<file path="src/rtl/lvds_tx_frame_gen.sv">
// rtl/lvds_tx_frame_gen.sv - LVDS transmit framer: training burst, sync marker burst, then payload/idle words
module lvds_tx_frame_gen #(
    parameter logic [9:0] TRAIN_WORD     = 10'b1111100000,
    parameter int         TRAIN_LEN      = 256,
    parameter logic [9:0] SYNC_WORD      = 10'b1100110011,
    parameter int         SYNC_LEN       = 16,
    parameter logic [9:0] IDLE_WORD      = 10'b1010101010,
    parameter int         REALIGN_PERIOD = 0,
    parameter int         CNT_W          = 16
) (
    input  logic       clk,
    input  logic       rst_n,
    input  logic       tx_locked,
    input  logic       align_req,
    input  logic [7:0] data_in,
    input  logic       data_valid,
    output logic       data_ready,
    output logic [9:0] tx_data,
    output logic       link_up,
    output logic [1:0] state_o
);

    typedef enum logic [1:0] {
        S_IDLE  = 2'd0,
        S_TRAIN = 2'd1,
        S_SYNC  = 2'd2,
        S_DATA  = 2'd3
    } state_t;

    localparam logic [CNT_W-1:0] TRAIN_LAST = CNT_W'(TRAIN_LEN - 1);
    localparam logic [CNT_W-1:0] SYNC_LAST  = CNT_W'(SYNC_LEN - 1);
    localparam logic [CNT_W-1:0] PER_LAST   =
        (REALIGN_PERIOD == 0) ? '0 : CNT_W'(REALIGN_PERIOD - 1);

    state_t           state_q, state_d;
    logic [9:0]       tx_data_q, tx_data_d;
    logic [CNT_W-1:0] cnt_q, cnt_d;
    logic [CNT_W-1:0] per_q, per_d;

    always_comb begin
        state_d   = state_q;
        tx_data_d = IDLE_WORD;
        cnt_d     = cnt_q;
        per_d     = per_q;
        case (state_q)
            S_IDLE: begin
                tx_data_d = IDLE_WORD;
                cnt_d     = '0;
                per_d     = '0;
                if (tx_locked) begin
                    state_d = S_TRAIN;
                end
            end
            S_TRAIN: begin
                tx_data_d = TRAIN_WORD;
                if (cnt_q == TRAIN_LAST) begin
                    state_d = S_SYNC;
                    cnt_d   = '0;
                end else begin
                    cnt_d = cnt_q + 1'b1;
                end
            end
            S_SYNC: begin
                tx_data_d = SYNC_WORD;
                if (cnt_q == SYNC_LAST) begin
                    state_d = S_DATA;
                    cnt_d   = '0;
                    per_d   = '0;
                end else begin
                    cnt_d = cnt_q + 1'b1;
                end
            end
            S_DATA: begin
                tx_data_d = data_valid ? {2'b01, data_in} : IDLE_WORD;
                if (REALIGN_PERIOD != 0) begin
                    if (per_q == PER_LAST) begin
                        state_d = S_TRAIN;
                        cnt_d   = '0;
                        per_d   = '0;
                    end else begin
                        per_d = per_q + 1'b1;
                    end
                end
                if (align_req) begin
                    state_d = S_TRAIN;
                    cnt_d   = '0;
                    per_d   = '0;
                end
            end
            default: begin
                state_d = S_IDLE;
            end
        endcase
        // Lock loss wins, but a byte already handshaken in DATA is still sent.
        if (!tx_locked) begin
            state_d = S_IDLE;
            cnt_d   = '0;
            per_d   = '0;
            if (state_q != S_DATA) begin
                tx_data_d = IDLE_WORD;
            end
        end
    end

    always_ff @(posedge clk) begin
        if (!rst_n) begin
            state_q   <= S_IDLE;
            tx_data_q <= 10'h000;
            cnt_q     <= '0;
            per_q     <= '0;
        end else begin
            state_q   <= state_d;
            tx_data_q <= tx_data_d;
            cnt_q     <= cnt_d;
            per_q     <= per_d;
        end
    end

    assign tx_data    = tx_data_q;
    assign data_ready = (state_q == S_DATA);
    assign link_up    = (state_q == S_DATA);
    assign state_o    = state_q;

endmodule

</file>
<file path="config.mk">
export PLATFORM = sky130hd
export DESIGN_NAME = lvds_tx_frame_gen
export DESIGN_NICKNAME = d
export VERILOG_FILES = /design/src/rtl/lvds_tx_frame_gen.sv
export SDC_FILE = /design/constraint.sdc
export NUM_CORES = 1
export LEC_CHECK = 0
export ABC_AREA = 1
export BUFFER_PORTS_ARGS = -buffer_cell sky130_fd_sc_hd__buf_2
export CORE_UTILIZATION = 35
export CTS_CLUSTER_SIZE = 16
export DETAILED_ROUTE_END_ITERATION = 8
export PLACE_DENSITY_LB_ADDON = 0.3
export SLEW_MARGIN = 0
export SYNTH_ARGS = -nofsm -noshare
export SYNTH_HDL_FRONTEND = slang
export SYNTH_SLANG_ARGS = --single-unit
</file>
<file path="constraint.sdc">
create_clock -name clk -period 2.97 [get_ports clk]
set_input_delay 0.4455 -clock clk [delete_from_list [all_inputs] [get_ports clk]]
set_output_delay 0.4455 -clock clk [all_outputs]
set_load 0.05 [all_outputs]
</file>
After elaboration in Yosys (flattened, before gate mapping)

Cells that the tools add are included.

Register bits after elaboration: 28
Input port bits: 13
Output and inout bits: 14

$add $sub $neg: 1
Equality and inequality tests: 9
Muxes and demuxes: 12
Reduce and logical (&&, ||, !) cells: 3

Operators with widths:

| cell                                                 | count |
|---|---|
| case mux 16 bit (4 select lines)                     | 1 |
| two-way mux 16 bit                                   | 3 |
| case mux 10 bit (4 select lines)                     | 1 |
| two-way mux 10 bit                                   | 3 |
| adder 16 x 1 -> 16 bit, second input constant        | 1 |
| equality test 16 x 4 -> 1 bit, second input constant | 1 |
| equality test 16 x 8 -> 1 bit, second input constant | 1 |
| inequality test 2 bit, second input constant         | 4 |
| case mux 2 bit (4 select lines)                      | 1 |
| two-way mux 2 bit                                    | 3 |
| equality test 2 bit, second input constant           | 2 |
| AND reduction 3 bit                                  | 1 |
| equality test 2 x 1 -> 1 bit, second input constant  | 1 |
| zero test 2 bit                                      | 1 |
| AND reduction 2 bit                                  | 1 |

Logic depth before layout (Yosys ltp)

Word-level depth: 4
Mapped depth: 10
Depth with buffers taken out: 10

Worst setup path before layout

Ideal clock, no wire load.

Kind: register to register
From: reg state_q[0] (netlist: state_o[0])
To: reg tx_data_q[5] (netlist: tx_data[5])
Arrival time: 2.191 ns
Path slack: 0.663 ns
Stages on the path, launching flop included: 8
Period minus slack after synthesis: 2.307 ns
Cells stage by stage: dfxtp_1 ha_1 buf_4 nor2_1 nor2_1 o21a_1 a21oi_1 a31o_2

Word-level cells in the longest chain between the ends: 4

RTL lines:

| element                              | line | source |
|---|---|---|
| start: declaration                   | 35   | `state_t state_q, state_d;` |
| start signal: assignment             | 112  | `state_q <= state_d;` |
| equality test 2 bit (*)              | -    |  |
| via data_ready                       | 17   | `output logic data_ready,` |
| case mux 10 bit (4 select lines) (*) | 45   | `case (state_q)` |
| two-way mux 10 bit                   | 99   | `if (state_q != S_DATA) begin` |
| two-way mux 10 bit (*)               | 95   | `if (!tx_locked) begin` |
| end signal: assignment               | 113  | `tx_data_q <= tx_data_d;` |
| end: declaration                     | 36   | `logic [9:0] tx_data_q, tx_data_d;` |

The timed path passes the listed nets; every way through them passes the cells marked *.
A chain may end at the register's enable or synchronous reset.

Final worst setup path

From: reg state_q[0] (netlist: state_o[0])
To: out link_up

Word-level cells in the longest chain between the ends: 1

RTL lines:

| element             | line | source |
|---|---|---|
| equality test 2 bit | -    |  |
| end: declaration    | 19   | `output logic link_up,` |

No other way between the ends.

==> impl_metrics.toml <==
[synthesis]
postSynthCellCount = 228
syn_area_per_cell_um2 = 6.89
synth-seq-cells = 28
syn_area_mm2 = 0.00157
ys_seq_area_frac = 0.357
yosysTopAreaCellShare = 0.357
ys_types = 28
ys_warn_count = 0
yosys-top-cells-area = "dfxtp_1, nand2_1, a21oi_1"
synth_top_area_cell = "dfxtp_1"
synth_nets = 247

[setup_path]
path_class = "reg2out"
cp-end-kind = "output port"
arrival_ns = 1.52
crit_fanout = 11
critPathLaunchType = "flip-flop"
cp.required_ns = 2.52

[layout]
diodes = 0
mostFrequentLayoutCell = "nand2_1"
final_area_mm2 = 0.00178
final_cell_mix = "nand2_1, nor2_1, dfxtp_1"
nets = 274
fillers = 436
area_delta_synth_final_pct = 13.4
drive_gt1_frac = 0.190
multi_input_area_um2 = 895
regArea_um2 = 561

[timing]
tightest_slew_ns = 0.449
min_period_ns = 1.96
timing.hold.ws_ns = 0.397
final_hold_viol_count = 0
finalClockSkew_ns = 0.00194
fmax_ghz = 0.509
timing.final.crit_share = 0.662
finalMaxSlewViolations = 0
setup_tns_ns = 0
rsz0062_at_grt = "false"
setup_viol = 0
slew_headroom = 0.700

[power_and_ir_drop]
p_int_uw = 513
p_switching_uw = 225
p_per_area_mw_per_mm2 = 415
ir_drop_mv = 0.206
pwr-share-clk = 0.283
total_power_uw = 738
seqPwrFrac = 0.534
leakage_uw = 0.000775
switching_share = 0.305
power.share.combinational = 0.183

[die]
die_area_mm2 = 0.00476
fp.dieH_um = 69.0
initial_utilization = 0.379
num_io_pins = 27
die_w_um = 69.0
core_mm2 = 0.00414
rows = 23

[routing]
first_pass_iters = 4
drt-total-wl_um = 3390
post_drt_wl_per_cell_um = 11.2
vias = 1454
dr.first_iter.drc_count = 61
vias_per_cell = 4.80
drc_errors = 0
antenna_left = 0

[clock_network]
cts_buffer_depth = 2
cts_buffers = 3
clk_pin_slew_worst_paths_ns = 0.09
htreeDepth = 1
worstSkewPairLatency_ns = 0.28
cts_tree = "yes"
root_buffer = "clkbuf_8"
cts_hold_buf = 0
post_cts.repair.setup_buffers = 0
cts.sinks = 28
cts.repair.resized = 0

[global_route]
grt_antenna_before_repair = 0
grt_remaining_overflow = 0
grt_pass1_wl_um = 5490
grt_max_degree = 18
grt_pass1_vias = 1273
grt_use_total = 0.156

[place]
placed_area_mm2 = 0.00174
place_congestion = 0.891
dp_hpwl_um = 2660
port_buffers = 26

[status]
status = "finished, final reports clean"

[min_path]
hp-class = "in2reg"

[flow_run]
drv_cap = 0
state kept, by name, indices dropped and copies added, names as in the netlist:
name and cells:
cnt_q 16, state_o 2, tx_data 10
cells in the mapped netlist:
master / n
or2_0: 2
nand3_4: 1
o21ai_0: 6
nor2_8: 1
nand4_1: 3
inv_2: 2
nor3_1: 7
nand2_1: 58
nand2_2: 6
nand3b_1: 6
o21bai_1: 3
o21a_1: 1
a31o_2: 1
nor2_1: 28
a21oi_1: 22
inv_1: 21
a21o_1: 1
ha_1: 6
nor2_4: 1
nand3_1: 13
a21oi_2: 1
buf_2: 1
buf_4: 2
clkbuf_1: 1
dfxtp_1: 28
nor2_2: 3
clkinv_2: 1
nand3_2: 2
layout make-up:
| class | count | share of cell area |
|---|---|---|
| clock buffer | 3 | 0.0232 |
| multi-input combinational | 172 | 0.502 |
| timing repair buffer | 26 | 0.0731 |
| tap | 50 | 0.0351 |
| sequential | 28 | 0.315 |
| inverter | 24 | 0.0513 |
routing by layer:
layer	global-route usage	part of all wire	wire (µm)	vias up
met1	0.191	0.47	1600	637
met2	0.261	0.48	1640	19
met5	0	0	0	-
li1	-	-	-	791
met3	0.0411	0.032	108	7
met4	0.0587	0.012	42	0
logic make-up after synthesis:
family / count (synthesis) / share of synthesized area
AND/OR/NAND/NOR: 131 / 0.398
buffers and inverters: 28 / 0.0733
AO/OA/AOI/OAI: 35 / 0.124
flip-flops: 28 / 0.357
adder cells (fa/ha/maj): 6 / 0.0478
power by group through the flow:
stage          Sequential [µW]  Clock [µW]  Combinational [µW]
3_3_place_gp               403           0                 137
2_1_floorplan              444           0                58.5
6_report                   395         209                 135
4_1_cts                    395         219                 137
3_5_place_dp               404           0                 136
5_1_grt                    397         231                 147
final timing paths:
path	from	end	slack, ns	depth (start not counted)
worst max-delay path	state_o[0]$_SDFFE_PN0P_	link_up	1.01	2
worst min-delay path	data_in[5]	tx_data[5]$_SDFF_PN0_	0.40	2
worst max register to register	state_o[0]$_SDFFE_PN0P_	cnt_q[4]$_SDFFE_PN0P_	1.05	7
worst min register to register	cnt_q[1]$_SDFFE_PN0P_	cnt_q[1]$_SDFFE_PN0P_	0.51	2
through the flow:
stage               setup WS [ns]  cells  utilization
floorplan                   0.663    228            -
global placement             1.12    300        0.420
detailed placement           1.05    300        0.420
CTS                         0.979    303        0.430
global route                0.824    303        0.430
finish                       1.01    303        0.430
worst max-delay path: stages, from the launching register on:
cell and delay, ns:
dfxtp_1 0.50, ha_1 0.41, buf_2 0.33
(Power assumes the default switching activity.)
